==> src/rtl/hazard_scoreboard.sv <==
// Register-hazard scoreboard for the in-order MIPS pipeline: stall and forward-select generation.
// Optional HAZ_MD_BUSY_EN adds the multiply/divide busy interlock (md_busy, d_md_use).
module hazard_scoreboard #(
  parameter int NSTAGE = 3,
  parameter int RAW    = 5,
  parameter int TW     = 2,
  localparam int SW    = $clog2(NSTAGE + 1)
) (
  input  logic                 clk,
  input  logic                 reset_n,
  input  logic                 d_valid,
  input  logic [RAW-1:0]       d_a1,
  input  logic [RAW-1:0]       d_a2,
  input  logic [RAW-1:0]       d_a3,
  input  logic                 d_rs_use,
  input  logic                 d_rt_use,
  input  logic [TW-1:0]        d_tuse_rs,
  input  logic [TW-1:0]        d_tuse_rt,
  input  logic [TW-1:0]        d_tnew,
  input  logic                 flush,
`ifdef HAZ_MD_BUSY_EN
  input  logic                 md_busy,
  input  logic                 d_md_use,
`endif
  output logic                 stall,
  output logic [SW-1:0]        fwd_rs,
  output logic [SW-1:0]        fwd_rt,
  output logic [NSTAGE*RAW-1:0] stg_a3,
  output logic [NSTAGE*TW-1:0]  stg_tnew
);

  // Index 0 holds stage 1 (E); index NSTAGE-1 holds the oldest tracked stage.
  logic [NSTAGE-1:0] valid_q, valid_d;
  logic [RAW-1:0]    a3_q   [NSTAGE];
  logic [RAW-1:0]    a3_d   [NSTAGE];
  logic [TW-1:0]     tnew_q [NSTAGE];
  logic [TW-1:0]     tnew_d [NSTAGE];

  logic          rsHit, rtHit;
  logic [SW-1:0] rsSel, rtSel;
  logic [TW-1:0] rsTnew, rtTnew;
  logic          regStall, mdStall, insert;

  always_ff @(posedge clk or negedge reset_n) begin
    if (!reset_n) begin
      valid_q <= '0;
      for (int k = 0; k < NSTAGE; k++) begin
        a3_q[k]   <= '0;
        tnew_q[k] <= '0;
      end
    end else begin
      valid_q <= valid_d;
      for (int k = 0; k < NSTAGE; k++) begin
        a3_q[k]   <= a3_d[k];
        tnew_q[k] <= tnew_d[k];
      end
    end
  end

  // Scan oldest to youngest so the youngest matching stage wins.
  always_comb begin
    rsHit  = 1'b0;
    rtHit  = 1'b0;
    rsSel  = '0;
    rtSel  = '0;
    rsTnew = '0;
    rtTnew = '0;
    for (int k = NSTAGE - 1; k >= 0; k--) begin
      if (d_rs_use && valid_q[k] && (a3_q[k] == d_a1) && (d_a1 != '0)) begin
        rsHit  = 1'b1;
        rsSel  = SW'(k + 1);
        rsTnew = tnew_q[k];
      end
      if (d_rt_use && valid_q[k] && (a3_q[k] == d_a2) && (d_a2 != '0)) begin
        rtHit  = 1'b1;
        rtSel  = SW'(k + 1);
        rtTnew = tnew_q[k];
      end
    end
  end

  always_comb begin
    regStall = d_valid & ((rsHit & (rsTnew > d_tuse_rs)) | (rtHit & (rtTnew > d_tuse_rt)));
`ifdef HAZ_MD_BUSY_EN
    mdStall  = d_valid & d_md_use & md_busy;
`else
    mdStall  = 1'b0;
`endif
    stall  = regStall | mdStall;
    fwd_rs = (rsHit && (rsTnew == '0)) ? rsSel : '0;
    fwd_rt = (rtHit && (rtTnew == '0)) ? rtSel : '0;
  end

  // Stage 1 takes the D instruction or a bubble; later stages shift with saturating tnew.
  always_comb begin
    insert     = d_valid & ~stall & ~flush;
    valid_d    = '0;
    valid_d[0] = insert & (d_a3 != '0);
    a3_d[0]    = insert ? d_a3 : '0;
    tnew_d[0]  = insert ? d_tnew : '0;
    for (int k = 1; k < NSTAGE; k++) begin
      valid_d[k] = valid_q[k-1];
      a3_d[k]    = a3_q[k-1];
      tnew_d[k]  = (tnew_q[k-1] == '0) ? '0 : tnew_q[k-1] - TW'(1);
    end
  end

  always_comb begin
    stg_a3   = '0;
    stg_tnew = '0;
    for (int k = 0; k < NSTAGE; k++) begin
      stg_a3[k*RAW +: RAW] = a3_q[k];
      stg_tnew[k*TW +: TW] = tnew_q[k];
    end
  end

endmodule
==> config.mk <==
export PLATFORM = sky130hd
export DESIGN_NAME = hazard_scoreboard
export DESIGN_NICKNAME = d
export VERILOG_FILES = /design/src/rtl/hazard_scoreboard.sv
export SDC_FILE = /design/constraint.sdc
export NUM_CORES = 1
export LEC_CHECK = 0
export BUFFER_PORTS_ARGS = -buffer_cell sky130_fd_sc_hd__buf_2
export CORE_MARGIN = 2
export CORE_UTILIZATION = 49
export DETAILED_ROUTE_END_ITERATION = 8
export PLACE_DENSITY_LB_ADDON = 0.1
export SLEW_MARGIN = 30
export SYNTH_ARGS = -nofsm -noshare
export SYNTH_HDL_FRONTEND = slang
export SYNTH_SLANG_ARGS = --single-unit
==> constraint.sdc <==
create_clock -name clk -period 3.2 [get_ports clk]
set_input_delay 0 -clock clk [delete_from_list [all_inputs] [get_ports clk]]
set_output_delay 0 -clock clk [all_outputs]
set_load 0.05 [all_outputs]
# ---- Word level (Yosys, flattened, before mapping)
# Cells that the tools add are included.
dict set report totals {
  inputBits 27
  mem_bits_rw 0
  mem_count 0
  mem_bits_ro 0
  register_bits 24
  out_inout_bits 26
  word_cells 77
  latch_bits 0
}
dict set report classes {
  bitwise 9
  n_mul 0
  eq_ne 6
  div_mod_pow 0
  n_reduce_logical 27
  n_shift 0
  mux 24
  add_sub_neg 2
  magnitude_cmp 2
}
# cell count
set ops {}
lappend ops {{$mux W2} 17}
lappend ops {{$eq A5 B5 Y1} 6}
lappend ops {{$logic_and A1 B1 Y1} 20}
lappend ops {{$reduce_bool A5 Y1} 3}
lappend ops {{$logic_not A2 Y1} 4}
lappend ops {{$and A1 B1 Y1} 6}
lappend ops {{$mux W1} 6}
lappend ops {{$mux W5} 1}
lappend ops {{$gt A2 B2 Y1} 2}
lappend ops {{$sub A2 B1 Y2 const B} 2}
lappend ops {{$not A1 Y1} 2}
lappend ops {{$or A1 B1 Y1} 1}

# ---- Logic depth before layout (Yosys ltp)
# Gate-level depths: netlist of run 1.
dict set report logic_depth {
  depth_word 14
  ltp_mapped 13
  mapped_depth_nobuf 12
}

# ---- Worst setup path after synthesis of run 1
# OpenSTA, ideal clock, no wires.
dict set report synth_path {
  path_kind {reg-to-output}
  start {register a3_q (netlist bit stg_a3[13])}
  end {output port stall}
  path_buffers 0
  required_time_ns 3.200
  stages_incl_launch_ff 11
  setup_slack_ns 0.168
  t_arrival_ns 3.032
  path_cell_list {dfrtp_1 > xnor2_1 > nand4_1 > or4_1 > nor3b_1 > o21a_1 > inv_1 > ha_1 > a21oi_1 > a22oi_4 > nor2b_1}
}
dict set report synth_between {
  elab_chain_cells 10
  elab_cells_between_ends 24
  classes_between {2 x order compare; 2 x eq/ne; 12 x mux; 4 x bitwise; 4 x reduce/logical}
}
# element line_no
set synth_rtl {}
lappend synth_rtl {{start: declaration} 34} ;# logic [RAW-1:0] a3_q [NSTAGE];
lappend synth_rtl {{start signal: indexed assignment} 54} ;# a3_q[k] <= a3_d[k];
lappend synth_rtl {{$eq A5 B5 Y1, on equally long branches} {69, 74}}
lappend synth_rtl {{$logic_and A1 B1 Y1, on equally long branches (2 in series)} {69, 74}}
lappend synth_rtl {{$mux W2, on equally long branches (3 in series)} {69, 74}}
lappend synth_rtl {{$gt A2 B2 Y1} 83} ;# regStall = d_valid & ((rsHit & (rsTnew > d_tuse_rs)) | (rtHit & (rtTnew > d_tuse_rt)));
lappend synth_rtl {{$and A1 B1 Y1} 83}
lappend synth_rtl {{$or A1 B1 Y1 *} 83}
lappend synth_rtl {{$and A1 B1 Y1 *} 83}
lappend synth_rtl {{end: declaration} 25} ;# output logic stall,
# Mark *: on every way between the ends. The rest lies on a longest branch, timed or not.

# ---- Worst setup path after layout of run 1
dict set report layout_path {
  start {register a3_q (netlist bit stg_a3[4])}
  end {output port stall}
}
dict set report layout_between {
  elab_chain_cells 8
  elab_cells_between_ends 16
  classes_between {2 x order compare; 2 x eq/ne; 4 x mux; 4 x bitwise; 4 x reduce/logical}
}
# element line_no
set layout_rtl {}
lappend layout_rtl {{$eq A5 B5 Y1, on equally long branches} {69, 74}}
lappend layout_rtl {{$logic_and A1 B1 Y1, on equally long branches (2 in series)} {69, 74}}
lappend layout_rtl {{$mux W2, on equally long branches} {69, 74}}
lappend layout_rtl {{$gt A2 B2 Y1} 83}
lappend layout_rtl {{$and A1 B1 Y1} 83}
lappend layout_rtl {{$or A1 B1 Y1 *} 83}
lappend layout_rtl {{$and A1 B1 Y1 *} 83}
# Marked as above.

==> impl_summary.txt, run 1 <==
----------------------------------------------------
[Placement]
  RePlAce Congestion ... 0.976
  Cell Count Post-Placement ... 227
  Pre-CTS worst setup slack ... 324 ps
  Placed cell area ... 1710 um^2
  Count of buffers inserted at the top-level ports ... 52
  HPWL reported at the end of detailed placement ... 2.77 mm

[Clock tree]
  Root Buffer ... clkbuf_4
  Clock latency reported for the late side of the worst-skew pair ... 300 ps
  CTS HTree Levels ... 1
  Clock tree from TritonCTS ... done
  Maximum number of buffers from clock root to sink ... 2
  Number of buffers created by CTS ... 3
  Clock sink count ... 24
  Post-CTS clock slew at the launch and capture registers of the worst setup and hold paths ... 120 ps

[Yosys]
  Post-synthesis async set-or-reset flop share ... 1.00
  Distinct cell type count of the synthesized netlist ... 35
  Sequential area share after synthesis ... 0.402
  Post-Synthesis Cells ... 153
  Mean cell area of the mapped netlist ... 9.76 um^2
  Number of synthesized flops with an enable pin ... 0
  Post-synthesis instance area ... 1490 um^2
  Total of flip-flops plus latches after synthesis ... 24
  Yosys warnings ... 0
  Synthesized Nets ... 184
  Synth Flop Type ... dfrtp_1

[Power]
  Worst vdd ir ... 0.000178 V
  Share of total power in the clock network ... 0.216
  Share of power burned in combinational logic ... 0.235
  Internal ... 413 uW
  Leakage power ... 0.000931 uW
  Sequential group share of total power ... 0.549
  Net switching component of the power ... 186 uW
  Total power divided by cell area ... 323 nW/um^2
  Sw frac ... 0.310

[Setup path]
  Crit end category ... primary output
  Maximum fanout count along the critical path ... 5
  Buf+Inv Stages, Crit Path ... 1
  Critical path type ... flip-flop to primary output
  Cell chain of the critical path ... xnor2_1 > nand2_1 > or4_1 > a31oi_1 > ha_1 > a21oi_1 > a22oi_4 > nor2b_1 > buf_2
  Crit-path leading delay family ... simple AND/OR/NAND/NOR gates
  Data required time at the worst endpoint ... 3200 ps
  Startpoint Class ... flip-flop
  Arrival time at the worst endpoint ... 3040 ps
  Slowest Stage Delay on Critical Path ... 600 ps
  Highest-delay cell along the critical path ... or4_1

[Global routing]
  Global-route wire length before repair ... 5.88 mm
  Via count of the first global-routing pass ... 1313
  Initial antenna violation count ... 0
  Pin count of the biggest net entering global routing ... 25
  GRT Resource Usage Total ... 0.223
  Global-route congestion overflow total ... 0

[STA]
  Final-report max-slew violation count ... 0
  Hold slack ... 24.5 ps
  Final-report hold violation count ... 0
  Measured slew at the worst slew-check pin ... 535 ps
  Post-route worst setup slack ... 163 ps
  Final Skew ... 1.22 ps
  Shortest clock period the worst path allows after layout ... 3040 ps
  Max-slew headroom at the worst pin ... 0.644
  Maximum clock frequency ... 0.329 GHz
  Final worst path period share ... 0.949
  Final TNS setup ... 0 ps
  Finish-stage setup viols ... 0
  Setup repair after global routing missed its margin ... false

[Floorplan]
  Die Area ... 3500 um^2
  Placeable Area ... 2980 um^2
  Height of the die ... 59.2 um
  Die Span X ... 59.2 um
  Initial cell density of the core ... 0.501
  Row cnt ... 20
  Ports ... 53

[Worst hold path]
  HP Class ... input port to flip-flop

[Final layout]
  Final Cell Area ... 1850 um^2
  Post-layout instance count excluding filler cells ... 240
  Ratio of cells with drive above 1 in the final layout ... 0.319
  Layout overhead on the synthesized area ... 24.1%
  Fillcell total ... 258
  Antenna Cells ... 0
  Sequential cell area ... 601 um^2
  Final #Nets ... 240
  Combined area of the multi-input logic cells ... 798 um^2

[Status]
  Outcome ... completed

[Routing]
  First-pass iteration count of the detailed router ... 4
  Post-detailed-route via-to-cell ratio ... 5.51
  Wire length per cell after detailed routing ... 15.1 um
  Post-route DRC violation count ... 0
  Aggregate routed wire length ... 3.62 mm
  Antenna-violating nets left ... 0
  Number of DRC markers after the initial detailed-route iteration ... 57
  Via count ... 1322

[Job]
  Max-cap check violation count ... 0

----------------------------------------------------
==> metal layers <==
layer	routed length (um)	up-vias	global-route usage
li1	-	636	-
met5	0	-	0
met3	216	4	0.0393
met1	1600	628	0.298
met2	1770	54	0.355
met4	28	0	0.0942
==> stage by stage <==
step / util / power [uW]
after floorplan: - / 421
final: 0.622 / 599
after detailed placement: 0.576 / 466
after global routing: 0.622 / 630
after global placement: 0.576 / 464
after CTS: 0.613 / 606
==> final cells by class <==
| cell class | instances | area share |
|---|---|---|
| Timing Repair Buffer | 62 | 0.192 |
| Clock buffer | 3 | 0.0122 |
| Inverter | 9 | 0.0182 |
| Sequential cell | 24 | 0.324 |
| Tap cell | 33 | 0.0223 |
| Multi-Input combinational cell | 109 | 0.431 |
==> Yosys cell counts (2+ instances only) <==
cell type | n | area (um^2)
nor2_1 | 8 | 30.0
or2_2 | 2 | 12.5
dfrtp_1 | 24 | 601
nor2b_1 | 3 | 18.8
a211oi_1 | 2 | 15.0
ha_1 | 4 | 50.1
and3_1 | 8 | 50.1
or4_1 | 4 | 30.0
a31oi_1 | 2 | 12.5
nor4_1 | 5 | 31.3
nor3_1 | 2 | 10.0
nand2_1 | 9 | 33.8
nand4b_1 | 2 | 17.5
a21oi_1 | 6 | 30.0
nand4_1 | 5 | 31.3
buf_4 | 10 | 75.1
inv_1 | 9 | 33.8
nor3b_1 | 2 | 15.0
xnor2_1 | 25 | 219
xor2_1 | 5 | 43.8
nand3_1 | 2 | 10.0
==> final timing paths <==
path,from,to,slack (ps),cells after the start
worst min register to register,valid_q[1],valid_q[2],420,0
worst max register to register,stg_a3[4],stg_a3[2],370,10
max in group asynchronous,reset_n,valid_q[2],2660,2
min in group asynchronous,reset_n,stg_a3[14],190,2
worst min-delay path,flush,valid_q[0],20,3
worst max-delay path,stg_a3[4],stall,160,9
==> state kept, by name, summed over array words and instances, names as in the netlist <==
| signal | count |
|---|---|
| stg_a3 | 15 |
| stg_tnew | 6 |
| valid_q | 3 |
==> cell families (layout without fill, tap and decap cells) <==
family,after synthesis,in the layout,share of synthesized area
flip-flops,24,24,0.402
adder cells (fa/ha/maj),4,4,0.0335
XOR/XNOR,30,30,0.176
buffers and inverters,20,74,0.0763
AO/OA/AOI/OAI,18,18,0.0897
AND/OR/NAND/NOR,56,56,0.215
multiplexers,1,1,0.00671
==> placed cells by master, fill, tap and decap left out, types with 2 or more instances in the layout <==
cell / instances
buf_2: 52
xnor2_1: 25
dfrtp_1: 24
nand2_1: 9
inv_1: 9
nor2_1: 8
and3_1: 8
dlygate4sd3_1: 8
nand4_1: 5
xor2_1: 5
nor4_1: 5
a21oi_1: 5
or4_1: 4
ha_1: 4
nor2b_1: 3
clkbuf_4: 3
nand4b_1: 2
nand3_1: 2
nor3b_1: 2
or2_2: 2
a211oi_1: 2
buf_4: 2
==> power by group through the flow <==
stage          Clock (uW)  Combinational [uW]  Sequential (uW)
2_1_floorplan           0                74.9              346
3_3_place_gp            0                 130              334
4_1_cts               137                 140              329
6_report              130                 141              329
3_5_place_dp            0                 132              335
5_1_grt               146                 153              331
==> tightest hold or removal path, cell delays in order <==
cell,delay [ps]
buf_2,80
nor2b_1,90
o211a_1,140
==> repair_timing <==
action,CTS,global route
hold buffers,8,0
endpoints found under the setup margin,1,1
resized for setup,2,2
setup buffers,0,2
hold endpoints to repair,32,0
pin swaps,0,1
(Power assumes the default switching activity.)
==> inputs of run 2 (changes only) <==
BUFFER_PORTS_ARGS = -buffer_cell sky130_fd_sc_hd__clkbuf_2   (was -buffer_cell sky130_fd_sc_hd__buf_2)
==> impl_summary.txt, run 2 (synthesized netlist as in run 1, its figures left out) <==
----------------------------------------------------
[Status]
  Outcome ... completed

[Final layout]
  Final core utilization ... 0.625
  Final Cell Area ... 1860 um^2
  Leading cell type in the layout, fill and taps excluded ... clkbuf_2
  Ratio of cells with drive above 1 in the final layout ... 0.330
  Fillcell total ... 260
  Commonest cells after routing, fill and taps aside ... clkbuf_2, xnor2_1, dfrtp_1
  Antenna Cells ... 0
  Final #Nets ... 239
  Largest register FFs ... 15
  Layout overhead on the synthesized area ... 24.6%

[STA]
  Final Skew ... 3.07 ps
  Final TNS setup ... 0 ps
  Setup repair after global routing missed its margin ... false
  Final worst path period share ... 0.936
  Max-slew headroom at the worst pin ... 0.598
  Final-report hold violation count ... 0
  Final-report max-slew violation count ... 0
  Post-route worst setup slack ... 206 ps
  Maximum clock frequency ... 0.334 GHz
  Finish-stage setup viols ... 0
  Measured slew at the worst slew-check pin ... 602 ps
  Shortest clock period the worst path allows after layout ... 2990 ps

[Floorplan]
  Die Span X ... 59.2 um
  Height of the die ... 59.2 um
  Die Area ... 3500 um^2
  Row cnt ... 20
  Placeable Area ... 2980 um^2
  Initial cell density of the core ... 0.501
  Ports ... 53

[Setup path]
  Cell chain of the critical path ... xnor2_1 > nand4_1 > or3_4 > or2_2 > a31oi_2 > ha_1 > a21oi_1 > a21oi_2 > a22oi_4 > nor2b_1 > clkbuf_4
  Maximum fanout count along the critical path ... 7
  Crit end category ... primary output
  Data required time at the worst endpoint ... 3200 ps
  Arrival time at the worst endpoint ... 2990 ps
  Critical path type ... flip-flop to primary output
  Slowest Stage Delay on Critical Path ... 440 ps
  Highest-delay cell along the critical path ... dfrtp_1
  Startpoint Class ... flip-flop

[Routing]
  Wire length per cell after detailed routing ... 14.8 um
  First-pass iteration count of the detailed router ... 4
  Via count ... 1331
  Antenna-violating nets left ... 0
  Post-route DRC violation count ... 0
  Post-detailed-route via-to-cell ratio ... 5.57
  Number of DRC markers after the initial detailed-route iteration ... 58
  Aggregate routed wire length ... 3.53 mm

[Power]
  Worst vdd ir ... 0.000183 V
  Sequential group share of total power ... 0.548
  Net switching component of the power ... 188 uW
  Leakage power ... 0.000914 uW
  Sw frac ... 0.313
  Total power divided by cell area ... 323 nW/um^2
  Total power after layout ... 601 uW
  Internal ... 413 uW
  Share of power burned in combinational logic ... 0.235
  Share of total power in the clock network ... 0.218

[Worst hold path]
  HP Class ... input port to flip-flop

[Placement]
  Count of buffers inserted at the top-level ports ... 52
  Pre-CTS worst setup slack ... 344 ps
  RePlAce Congestion ... 0.980
  Placed cell area ... 1710 um^2
  HPWL reported at the end of detailed placement ... 2.74 mm

[Clock tree]
  Clock sink count ... 24
  CTS HTree Levels ... 1
  Post-CTS clock slew at the launch and capture registers of the worst setup and hold paths ... 120 ps
  Maximum number of buffers from clock root to sink ... 2
  Clock tree from TritonCTS ... done
  Number of buffers created by CTS ... 3
  Clock latency reported for the late side of the worst-skew pair ... 310 ps
  Root Buffer ... clkbuf_4

[Global routing]
  Via count of the first global-routing pass ... 1354
  Pin count of the biggest net entering global routing ... 25
  Global-route wire length before repair ... 6.07 mm
  GRT Resource Usage Total ... 0.231
  Global-route congestion overflow total ... 0
  Initial antenna violation count ... 0

[Job]
  Max-cap check violation count ... 0

----------------------------------------------------
run 2: cell count changes in the layout (fill, tap and decap cells not counted), moves of 2 or more:
cell,before,now
buf_2,52,0
a21oi_2,1,3
a21oi_1,5,3
clkbuf_2,0,51
run 2: what timing repair did:
item | CTS | global route
endpoints found under the setup margin | 1 | 1
hold endpoints to repair | 32 | 0
gates resized for setup | 2 | 6
buffers inserted | 0 | 1
pin swaps | 0 | 1
hold buffers | 8 | 0
run 2: power groups by stage:
stage	Clock (uW)	Sequential (uW)	Combinational, uW
6_report	131	329	141
5_1_grt	152	331	154
4_1_cts	136	329	139
3_5_place_dp	0	335	131
3_3_place_gp	0	335	129
2_1_floorplan	0	346	74.9
run 2: layout make-up:
type | instances | area [um^2] | share of cell area
well taps | 33 | 41.3 | 0.0222
multi-input cells | 109 | 812 | 0.436
repair buffers | 61 | 350 | 0.188
inverters | 9 | 33.8 | 0.0182
flip-flops and latches | 24 | 601 | 0.323
clock buffers | 3 | 22.5 | 0.0121
run 2: metrics by stage:
stage / std cells / hold slack [ps]
2_1_floorplan: 153 / -296
3_3_place_gp: 227 / 20.3
3_5_place_dp: 227 / 31.5
4_1_cts: 238 / 1.23
5_1_grt: 239 / 22.0
6_report: 239 / 9.60
run 2: worst max-delay path, delay by kind of cell, from the launching register on:
family | cells | cell delay (ps)
flops | 1 | 440
buf+inv | 1 | 210
compound gates | 4 | 610
simple gates | 4 | 930
fa+ha+maj | 1 | 290
xor+xnor | 1 | 190
run 2: path summary, 6_finish.rpt:
check / startpoint / end / slack (ps) / cells after the start
max in group asynchronous: reset_n / stg_tnew[4] / 2590 / 2
worst max register to register: stg_a3[9] / stg_a3[3] / 430 / 11
worst max-delay path: stg_a3[9] / stall / 210 / 11
worst min register to register: valid_q[0] / valid_q[1] / 420 / 0
worst min-delay path: flush / valid_q[0] / 10 / 3
min in group asynchronous: reset_n / stg_a3[14] / 220 / 2
run 2: metal layers:
metal	vias up	part of all wire	routed length, um	track usage
li1	635	-	-	-
met1	631	0.46	1620	0.320
met2	56	0.47	1650	0.361
met3	9	0.048	171	0.0328
met4	0	0.024	85	0.0942
met5	-	0	0	0
==> inputs of run 3 (changes only) <==
CORE_UTILIZATION = 51   (was 49)
CTS_BUF_LIST = sky130_fd_sc_hd__clkbuf_2 sky130_fd_sc_hd__clkbuf_4 sky130_fd_sc_hd__clkbuf_8   (was unset)
==> impl_summary.txt, run 3 (synthesized netlist as in run 1, its figures left out) <==
----------------------------------------------------
[Floorplan]
  Placeable Area ... 2760 um^2
  Height of the die ... 58.1 um
  Ports ... 53
  Die Area ... 3380 um^2
  Initial cell density of the core ... 0.541
  Row cnt ... 19
  Die Span X ... 58.1 um

[Final layout]
  Sequential cell area ... 602 um^2
  Final #Nets ... 240
  Post-layout instance count excluding filler cells ... 239
  Layout overhead on the synthesized area ... 26.3%
  Fillcell total ... 221
  Final Cell Area ... 1890 um^2
  Antenna Cells ... 0
  Largest register FFs ... 15
  Commonest cells after routing, fill and taps aside ... clkbuf_2, xnor2_1, dfrtp_1
  Ratio of cells with drive above 1 in the final layout ... 0.346
  Combined area of the multi-input logic cells ... 817 um^2
  Leading cell type in the layout, fill and taps excluded ... clkbuf_2

[Setup path]
  Maximum fanout count along the critical path ... 7
  Arrival time at the worst endpoint ... 3010 ps
  Startpoint Class ... flip-flop
  Data required time at the worst endpoint ... 3200 ps
  Critical path type ... flip-flop to primary output
  Crit end category ... primary output

[STA]
  Hold slack ... 13.7 ps
  Final worst path period share ... 0.941
  Final-report hold violation count ... 0
  Finish-stage setup viols ... 0
  Post-route worst setup slack ... 190 ps
  Final-report max-slew violation count ... 0
  Max-slew headroom at the worst pin ... 0.609
  Shortest clock period the worst path allows after layout ... 3010 ps
  Maximum clock frequency ... 0.332 GHz
  Final Skew ... 15.1 ps
  Final TNS setup ... 0 ps
  Measured slew at the worst slew-check pin ... 586 ps

[Placement]
  Pre-CTS worst setup slack ... 346 ps
  RePlAce Congestion ... 0.918
  Cell Count Post-Placement ... 225
  Placed cell area ... 1710 um^2
  Count of buffers inserted at the top-level ports ... 52
  HPWL reported at the end of detailed placement ... 2.78 mm

[Routing]
  Post-detailed-route via-to-cell ratio ... 5.54
  Wire length per cell after detailed routing ... 15.3 um
  Post-route DRC violation count ... 0
  First-pass iteration count of the detailed router ... 4
  Number of DRC markers after the initial detailed-route iteration ... 41
  Routed metal-1 wire length ... 1.61 mm
  Via count ... 1325
  Antenna-violating nets left ... 0
  Aggregate routed wire length ... 3.66 mm
  Total length of routed met2 wires ... 1.83 mm
  Highest metal used ... met4
  Met3 routed WL ... 197 um

[Global routing]
  Via count of the first global-routing pass ... 1335
  GRT Resource Usage Total ... 0.227
  Global-route congestion overflow total ... 0
  Global-route wire length before repair ... 5.91 mm
  Initial antenna violation count ... 0
  Pin count of the biggest net entering global routing ... 25

[Clock tree]
  Clock latency reported for the late side of the worst-skew pair ... 320 ps
  Clock sink count ... 24
  CTS HTree Levels ... 1
  Post-CTS clock slew at the launch and capture registers of the worst setup and hold paths ... 140 ps
  Clock tree from TritonCTS ... done
  Root Buffer ... clkbuf_4
  Number of buffers created by CTS ... 3
  Maximum number of buffers from clock root to sink ... 2

[Status]
  Outcome ... completed

[Worst hold path]
  HP Class ... input port to flip-flop

[Power]
  Worst vdd ir ... 0.000307 V
  Total power divided by cell area ... 334 nW/um^2
  Leakage power ... 0.000927 uW

[Job]
  Max-cap check violation count ... 0

----------------------------------------------------
-- run 3: layer usage --
layer	vias up	GRT usage
met5	-	0
met4	0	0.0532
met3	2	0.0335
met2	44	0.378
met1	640	0.312
li1	639	-
-- run 3: report_power, final --
group | leakage (uW) | internal, uW | switching, uW
Combinational | 0.000585 | 54.6 | 85.2
Sequential | 0.000321 | 314 | 15.7
Clock | 0.0000210 | 69.5 | 90.9
Total | 0.000927 | 438 | 192
-- run 3: layout make-up --
type                            instances  area share
Clock buffer                            4      0.0192
Inverter                                9      0.0179
Tap cell                               31      0.0206
Timing Repair Buffer                   62       0.190
Sequential cell                        24       0.319
Multi-Input combinational cell        109       0.433
-- run 3: stage by stage --
stage / power (uW) / util
final: 630 / 0.684
after global routing: 665 / 0.684
after CTS: 633 / 0.664
after detailed placement: 466 / 0.621
after global placement: 463 / 0.621
after floorplan: 421 / -
-- run 3: final timing paths --
path / startpoint / to / slack, ps / cells after the start
min reg2reg: valid_q[0] / valid_q[1] / 400 / 0
max in group asynchronous: reset_n / stg_a3[9] / 2580 / 2
max reg2reg: stg_a3[5] / stg_a3[4] / 390 / 11
min in group asynchronous: reset_n / valid_q[1] / 200 / 2
max: stg_a3[5] / stall / 190 / 11
min: flush / valid_q[0] / 10 / 3
-- run 3: critical path: stages, from the launching register on --
cell and delay (ps):
dfrtp_1 450, xnor2_1 180, nand4_1 130, or3_4 420, or2_2 300, a31oi_2 250
ha_1 290, a21oi_1 170, a21oi_2 70, a22oi_4 150, nor2b_1 70, clkbuf_4 210
-- run 3: what timing repair did --
item / in CTS / in global routing
endpoints found under the setup margin: 1 / 1
endpoints found under the hold margin: 32 / 0
pin swaps: 0 / 2
resized for setup: 1 / 9
hold buffers: 8 / 0
setup buffers: 0 / 2
